## src/rtl/wall_slice_renderer_pkg.sv

```systemverilog
// Shared constants and encodings for the wall slice renderer and its helpers.
package wall_slice_renderer_pkg;

   localparam int H_VIEW    = 640;
   localparam int H_CENTER  = H_VIEW / 2;
   localparam int H_BITS    = 10;
   localparam int SIZE_BITS = 11;
   localparam int STEP_FRAC = 10;
   localparam int TEX_BITS  = 6;

   typedef enum logic [1:0] {
      REG_BLANK = 2'd0,
      REG_CEIL  = 2'd1,
      REG_WALL  = 2'd2,
      REG_FLOOR = 2'd3
   } region_t;

   typedef enum logic [2:0] {
      ST_IDLE  = 3'd0,
      ST_LATCH = 3'd1,
      ST_DIV   = 3'd2,
      ST_MUL   = 3'd3,
      ST_DONE  = 3'd4
   } state_t;

endpackage

```

## src/rtl/wall_slice_renderer_seq_divider.sv

```systemverilog
// Restoring divider, one quotient bit per cycle, start/done handshake.
// Caller guarantees numer >> Q_BITS < denom so the quotient fits in Q_BITS bits.
module seq_divider #(
   parameter int Q_BITS = 16,
   parameter int D_BITS = 12
) (
   input  logic              clk,
   input  logic              reset_n,
   input  logic              start,
   input  logic [Q_BITS:0]   numer,
   input  logic [D_BITS-1:0] denom,
   output logic              done,
   output logic [Q_BITS-1:0] quot
);

   localparam int CNT_BITS = $clog2(Q_BITS + 1);

   logic [D_BITS-1:0]   rem_reg;
   logic [Q_BITS-1:0]   sh_reg;
   logic [CNT_BITS-1:0] cnt_reg;
   logic                busy_reg;
   logic                done_reg;
   logic [D_BITS:0]     trial;
   logic [D_BITS:0]     diff;
   logic                qbit;

   always_comb begin
      trial = {rem_reg, sh_reg[Q_BITS-1]};
      qbit  = (trial >= {1'b0, denom});
      diff  = qbit ? (trial - {1'b0, denom}) : trial;
   end

   // sh_reg shifts dividend bits out the top while quotient bits enter at the bottom
   always_ff @(posedge clk or negedge reset_n) begin
      if (!reset_n) begin
         rem_reg  <= '0;
         sh_reg   <= '0;
         cnt_reg  <= '0;
         busy_reg <= 1'b0;
         done_reg <= 1'b0;
      end else if (start) begin
         rem_reg  <= {{(D_BITS-1){1'b0}}, numer[Q_BITS]};
         sh_reg   <= numer[Q_BITS-1:0];
         cnt_reg  <= CNT_BITS'(Q_BITS);
         busy_reg <= 1'b1;
         done_reg <= 1'b0;
      end else if (busy_reg) begin
         rem_reg <= diff[D_BITS-1:0];
         sh_reg  <= {sh_reg[Q_BITS-2:0], qbit};
         cnt_reg <= cnt_reg - CNT_BITS'(1);
         if (cnt_reg == CNT_BITS'(1)) begin
            busy_reg <= 1'b0;
            done_reg <= 1'b1;
         end
      end else begin
         done_reg <= 1'b0;
      end
   end

   assign done = done_reg;
   assign quot = sh_reg;

endmodule

```

## src/rtl/wall_slice_renderer.sv

```systemverilog
// Turns per-line wall half-size/side into per-pixel region codes and texture V, one line late.
// Define RENDER_STATE_DEBUG_EN to add the o_state port exposing the work FSM state.
module wall_slice_renderer #(
   parameter int H_VIEW    = wall_slice_renderer_pkg::H_VIEW,
   parameter int H_BITS    = wall_slice_renderer_pkg::H_BITS,
   parameter int SIZE_BITS = wall_slice_renderer_pkg::SIZE_BITS,
   parameter int STEP_FRAC = wall_slice_renderer_pkg::STEP_FRAC
) (
   input  logic                 clk,
   input  logic                 reset_n,
   input  logic [H_BITS-1:0]    hpos,
   input  logic                 hmax,
   input  logic [SIZE_BITS-1:0] i_size,
   input  logic                 i_side,
   output logic [1:0]           o_region,
   output logic                 o_side,
   output logic [5:0]           o_texv,
   output logic                 o_late
`ifdef RENDER_STATE_DEBUG_EN
   ,
   output logic [2:0]           o_state
`endif
);

   import wall_slice_renderer_pkg::*;

   localparam int ACC_BITS  = TEX_BITS + STEP_FRAC;
   localparam int MCNT_BITS = $clog2(SIZE_BITS);
   localparam logic [SIZE_BITS-1:0] CENTER_S = SIZE_BITS'(H_VIEW / 2);
   localparam logic [SIZE_BITS:0]   CENTER_W = (SIZE_BITS + 1)'(H_VIEW / 2);
   localparam logic [SIZE_BITS:0]   VIEW_W   = (SIZE_BITS + 1)'(H_VIEW);
   localparam logic [ACC_BITS:0]    STEP_NUM = {1'b1, {ACC_BITS{1'b0}}};

   state_t               state_reg, state_next;
   logic                 hmax_d_reg;
   logic [SIZE_BITS-1:0] wsize_reg, dsize_reg, mul_b_reg, clip;
   logic                 wside_reg, dside_reg;
   logic [ACC_BITS-1:0]  wstep_reg, winit_reg, mul_a_reg;
   logic [ACC_BITS-1:0]  dstep_reg, dinit_reg, acc_reg, acc_next, tex_cur;
   logic [MCNT_BITS-1:0] mcnt_reg;
   logic                 div_start, div_done, swap;
   logic [ACC_BITS-1:0]  div_quot;
   logic [SIZE_BITS:0]   hpos_x, top, bot;
   logic [1:0]           region_next;
   logic [TEX_BITS-1:0]  texv_next;

   seq_divider #(
      .Q_BITS(ACC_BITS),
      .D_BITS(SIZE_BITS + 1)
   ) u_div (
      .clk    (clk),
      .reset_n(reset_n),
      .start  (div_start),
      .numer  (STEP_NUM),
      .denom  ({wsize_reg, 1'b0}),
      .done   (div_done),
      .quot   (div_quot)
   );

   assign clip = (wsize_reg > CENTER_S) ? (wsize_reg - CENTER_S) : '0;
   assign swap = hmax && (state_reg == ST_DONE);

   always_ff @(posedge clk or negedge reset_n) begin
      if (!reset_n) state_reg <= ST_IDLE;
      else          state_reg <= state_next;
   end

   always_comb begin
      state_next = state_reg;
      div_start  = 1'b0;
      case (state_reg)
         ST_IDLE: ;
         ST_LATCH: begin
            if (wsize_reg == '0) begin
               state_next = ST_DONE;
            end else begin
               state_next = ST_DIV;
               div_start  = 1'b1;
            end
         end
         ST_DIV:  if (div_done) state_next = ST_MUL;
         ST_MUL:  if (mcnt_reg == MCNT_BITS'(SIZE_BITS - 1)) state_next = ST_DONE;
         ST_DONE: ;
         default: state_next = ST_IDLE;
      endcase
      if (swap)       state_next = ST_IDLE;
      // a fresh capture always wins, abandoning whatever was in flight
      if (hmax_d_reg) state_next = ST_LATCH;
   end

   always_ff @(posedge clk or negedge reset_n) begin
      if (!reset_n) begin
         hmax_d_reg <= 1'b0;
         wsize_reg  <= '0;
         wside_reg  <= 1'b0;
         wstep_reg  <= '0;
         winit_reg  <= '0;
         mul_a_reg  <= '0;
         mul_b_reg  <= '0;
         mcnt_reg   <= '0;
      end else begin
         hmax_d_reg <= hmax;
         if (hmax_d_reg) begin
            wsize_reg <= i_size;
            wside_reg <= i_side;
         end
         case (state_reg)
            ST_LATCH: begin
               wstep_reg <= '0;
               winit_reg <= '0;
               mul_b_reg <= clip;
            end
            ST_DIV: begin
               if (div_done) begin
                  wstep_reg <= div_quot;
                  mul_a_reg <= div_quot;
                  mcnt_reg  <= '0;
               end
            end
            ST_MUL: begin
               if (mul_b_reg[0]) winit_reg <= winit_reg + mul_a_reg;
               mul_a_reg <= mul_a_reg << 1;
               mul_b_reg <= mul_b_reg >> 1;
               mcnt_reg  <= mcnt_reg + MCNT_BITS'(1);
            end
            default: ;
         endcase
      end
   end

   always_ff @(posedge clk or negedge reset_n) begin
      if (!reset_n) begin
         dsize_reg <= '0;
         dside_reg <= 1'b0;
         dstep_reg <= '0;
         dinit_reg <= '0;
      end else if (swap) begin
         dsize_reg <= wsize_reg;
         dside_reg <= wside_reg;
         dstep_reg <= wstep_reg;
         dinit_reg <= winit_reg;
      end
   end

   always_comb begin
      hpos_x = (SIZE_BITS + 1)'(hpos);
      if ({1'b0, dsize_reg} >= CENTER_W) begin
         top = '0;
         bot = VIEW_W;
      end else begin
         top = CENTER_W - {1'b0, dsize_reg};
         bot = CENTER_W + {1'b0, dsize_reg};
      end
      region_next = REG_FLOOR;
      if (hpos_x >= VIEW_W)   region_next = REG_BLANK;
      else if (hpos_x < top)  region_next = REG_CEIL;
      else if (hpos_x < bot)  region_next = REG_WALL;
      // the texture coordinate of a pixel is the accumulator before its own step
      tex_cur   = (hpos == '0) ? dinit_reg : acc_reg;
      acc_next  = tex_cur;
      texv_next = '0;
      if (region_next == REG_WALL) begin
         acc_next  = tex_cur + dstep_reg;
         texv_next = tex_cur[ACC_BITS-1:STEP_FRAC];
      end
   end

   always_ff @(posedge clk or negedge reset_n) begin
      if (!reset_n) begin
         acc_reg  <= '0;
         o_region <= REG_BLANK;
         o_texv   <= '0;
         o_side   <= 1'b0;
         o_late   <= 1'b0;
      end else begin
         acc_reg  <= acc_next;
         o_region <= region_next;
         o_texv   <= texv_next;
         o_side   <= dside_reg;
         o_late   <= hmax && (state_reg != ST_DONE);
      end
   end

`ifdef RENDER_STATE_DEBUG_EN
   assign o_state = state_reg;
`endif

endmodule
```

## config.mk

```make
export PLATFORM = sky130hd
export DESIGN_NAME = wall_slice_renderer
export DESIGN_NICKNAME = d
export VERILOG_FILES = /design/src/rtl/wall_slice_renderer_pkg.sv /design/src/rtl/wall_slice_renderer_seq_divider.sv /design/src/rtl/wall_slice_renderer.sv
export SDC_FILE = /design/constraint.sdc
export NUM_CORES = 1
export LEC_CHECK = 0
export CAP_MARGIN = 15
export CORE_MARGIN = 5
export CORE_UTILIZATION = 45
export DETAILED_ROUTE_END_ITERATION = 6
export PLACE_DENSITY = 0.63
export SLEW_MARGIN = 20
export SYNTH_ARGS = -nofsm -noshare
export SYNTH_HDL_FRONTEND = slang
export SYNTH_HIERARCHICAL = 1
export SYNTH_SLANG_ARGS = --single-unit
```

## constraint.sdc

```tcl
create_clock -name clk -period 11.08 [get_ports clk]
set_clock_uncertainty 0.15 [all_clocks]
set_input_delay 2.77 -clock clk [delete_from_list [all_inputs] [get_ports clk]]
set_output_delay 2.77 -clock clk [all_outputs]
set_load 0.01 [all_outputs]
```

==> results.tsv <==
stage	metric	value	unit
timing	RSZ-0062 raised after global routing	false	
worst_setup_path	R2R depth	13	
power_and_ir_drop	Peak VDD IR	0.119	mV
timing	Max Clock Freq	140	MHz
die	Die Y	163	um
clock_tree	clock tree buffer depth	2	
global_route	pin count of the biggest net entering global routing	69	
detailed_routing	Post-Route WL	20.8	mm
worst_setup_path	reg2reg start	dsize_reg[6]$_DFFE_PN0P_	
worst_setup_path	CP top delay family	compound AO/OA/AOI/OAI gates	
worst_setup_path	CP required	11.23	ns
logic_synthesis	post-synthesis sequential element count	184	
final_layout	area grow syn2layout	11.8	%
final_layout	final cell count without fillers	1416	
final_layout	number of fill cells	2155	
logic_synthesis	Post-synth top cells	184 x dfrtp_1, 142 x nand2_1, 96 x o21ai_0	
power_and_ir_drop	pwr dens	225	mW/mm^2
clock_tree	Clock Latency Late Sink	0.43	ns
detailed_routing	DRT antenna net count	0	
detailed_routing	Vias/cell	5.23	
clock_tree	clock root cell	clkbuf_16	
worst_hold_path	worst hold stages	0	
timing	Final period util	64.7	%
die	core area	0.0233	mm^2
die	starting density of the core	45.3	%
final_layout	# nets final	1184	
clock_tree	Post-CTS Setup Inserts	0	
logic_synthesis	Post-Synthesis Cells	1056	
detailed_routing	initial DRC count	444	
global_route	initial antenna violation count	0	
global_route	vias in the first global route	7113	
clock_tree	clock slew at reported path FFs	0.08	ns
timing	Final Setup Violations	0	
die	die area	0.0266	mm^2
placement	Placed Cells	1385	
timing	Min Hold Slack	0.252	ns
clock_tree	hold buffers post-CTS	0	
outcome	status	finished clean	
logic_synthesis	main flop type after synthesis	dfrtp_1	
die	Rows	56	
die	IO Pins	35	
detailed_routing	via count	7399	
worst_setup_path	critical-path cell list	clkdlybuf4s50_1, nor4_1, nand3_1, mux2_2, ha_1, fa_1, a21o_1, nand3_1, a21boi_0, o41ai_1, o21ai_0, o22ai_1, xor2_1, mux2i_1	
clock_tree	Inserted Clock Buffers	17	
worst_setup_path	CP max stage delay	0.72	ns
worst_setup_path	Most common cell on crit path	nand3_1	
worst_setup_path	WS Path Type	in -> reg	
worst_setup_path	register-to-register setup slack	6.83	ns
logic_synthesis	sequential share of the synthesized area	43.7	%
logic_synthesis	Yosys top cell area share	43.7	%
placement	IO buf count	34	
logic_synthesis	most frequent cell after synthesis	dfrtp_1	
timing	Max-slew headroom	31.6	%
clock_tree	CTS tree	built	
timing	final hold vios	0	
worst_hold_path	hold path endpoint	o_side$_DFF_PN0_	
timing	Final Critical Period	7.17	ns
detailed_routing	DR WL/cell	14.7	um
final_layout	share of cells above drive strength 1	12.1	%
global_route	first-pass GRT wire length	35.9	mm
final_layout	diode count	0	
die	Die W	163	um
worst_setup_path	CP max-delay cell	nand3_1	
detailed_routing	Remaining DRCs	0	
final_layout	Reg area	0.00461	mm^2
clock_tree	post-CTS sizing	0	
worst_setup_path	CP startpoint kind	input pin	
timing	Final TNS setup	0	ns
final_layout	Post-Route Utilization	50.7	%
timing	Slew Limit Fails	0	
final_layout	area occupied by multi-input gates	0.00568	mm^2
worst_setup_path	worst r2r dst	acc_reg[4]$_DFF_PN0_	
logic_synthesis	EDFF count, synth	0	
clock_tree	H-tree depth	4	
worst_setup_path	Worst Path Buf+Inv	1	
placement	DPL Wire Length	15.1	mm
job	Max-cap violations	0	
logic_synthesis	synth top area cells	dfrtp_1 44%, ha_1 8.4%, mux2_2 6.8%	
worst_setup_path	worst-path fanout max	16	
logic_synthesis	ys async rst share	100	%
worst_setup_path	crit end category	register	
detailed_routing	drt first pass iters	5	
worst_setup_path	Crit path arrival time	7.32	ns
global_route	Global Route Usage Sum	16.4	%
worst_hold_path	hold path start	dside_reg$_DFFE_PN0P_	
logic_synthesis	synthesized area	0.0105	mm^2
worst_hold_path	Min-Delay Path Class	reg -> reg	
timing	Slew @ Worst Pin	1.03	ns
logic_synthesis	Yosys top cell by area	dfrtp_1	
global_route	total global routing overflow	0	
power_and_ir_drop	Static Leak	5.63	nW
placement	GPL Wtd Cong	0.810	
logic_synthesis	library cells used by synthesis	66	
clock_tree	CTS sink cnt	184	
logic_synthesis	yosys warns	6	
logic_synthesis	syn avg cell area	9.98	um^2
[per-stage QoR]
| stage | cell area (um^2) | total power (W) | setup slack (ns) |
|---|---|---|---|
| 6_report | 11800 | 0.00265 | 3.91 |
| 5_1_grt | 11800 | 0.00288 | 3.62 |
| 4_1_cts | 11800 | 0.00268 | 3.90 |
| 3_5_place_dp | 11200 | 0.00208 | 3.45 |
| 3_3_place_gp | 11200 | 0.00206 | 3.51 |
| 2_1_floorplan | 10600 | 0.00184 | 5.15 |
[routing by layer]
metal  share of wire, %  routed length [um]  GRT usage, %
met5                  0                   0             0
met4                1.1                 221          3.85
met3                2.7                 571          3.31
met2                 44                9100          24.9
met1                 52               10900          24.4
[worst reg2reg max path, delay by kind of cell, from the launching register on]
family          cells  cell delay, ns
mux                 1            0.36
simple gates        5            1.91
compound gates      3            0.55
flops               1            0.46
buf+inv             2            0.21
fa+ha+maj           2            0.49
[layout make-up]
type / instances / area share (%)
Clock buffer: 18 / 3.64
Clock inverter: 13 / 1.14
Inverter: 39 / 1.24
Multi-Input combinational cell: 803 / 48.2
Sequential cell: 184 / 39.1
Tap cell: 319 / 3.39
Timing Repair Buffer: 40 / 3.30
[kinds of logic after synthesis]
family / share of synthesized area [%]
compound gates: 14.1
other cells: 0.0712
buf+inv: 3.25
mux: 12.0
fa+ha+maj: 9.00
xor+xnor: 3.49
flops: 43.7
simple gates: 14.4
[power by group]
group | internal [W] | switching (W) | leakage [nW]
Combinational | 0.000478 | 0.000554 | 2.95
Sequential | 0.000848 | 0.000181 | 2.41
Clock | 0.000299 | 0.000286 | 0.271
[how the worst max path moves through the flow]
stage | cells after the start | start | slack (ns) | endpoint
after floorplan | 13 | hpos[0] | 5.15 | acc_reg[12]$_DFF_PN0_
after global placement | 14 | hpos[1] | 3.51 | acc_reg[12]$_DFF_PN0_
after detailed placement | 14 | hpos[1] | 3.45 | acc_reg[12]$_DFF_PN0_
after CTS | 14 | hpos[1] | 3.90 | acc_reg[12]$_DFF_PN0_
after global routing | 14 | hpos[1] | 3.62 | acc_reg[12]$_DFF_PN0_
final | 14 | hpos[3] | 3.91 | acc_reg[12]$_DFF_PN0_
[layout by cell type (no fill, tap or decap), types with 17 or more instances in the layout]
master           instances
mux2i_1                 44
nand3_1                 42
nor2_1                  56
dfrtp_1                183
clkbuf_16               17
a21oi_1                 42
mux2_2                  64
o21ai_0                 96
xnor2_1                 30
ha_1                    71
nand2_1                142
clkdlybuf4s50_1         33
conb_1                  18
inv_1                   39
(Power assumes the default switching activity.)
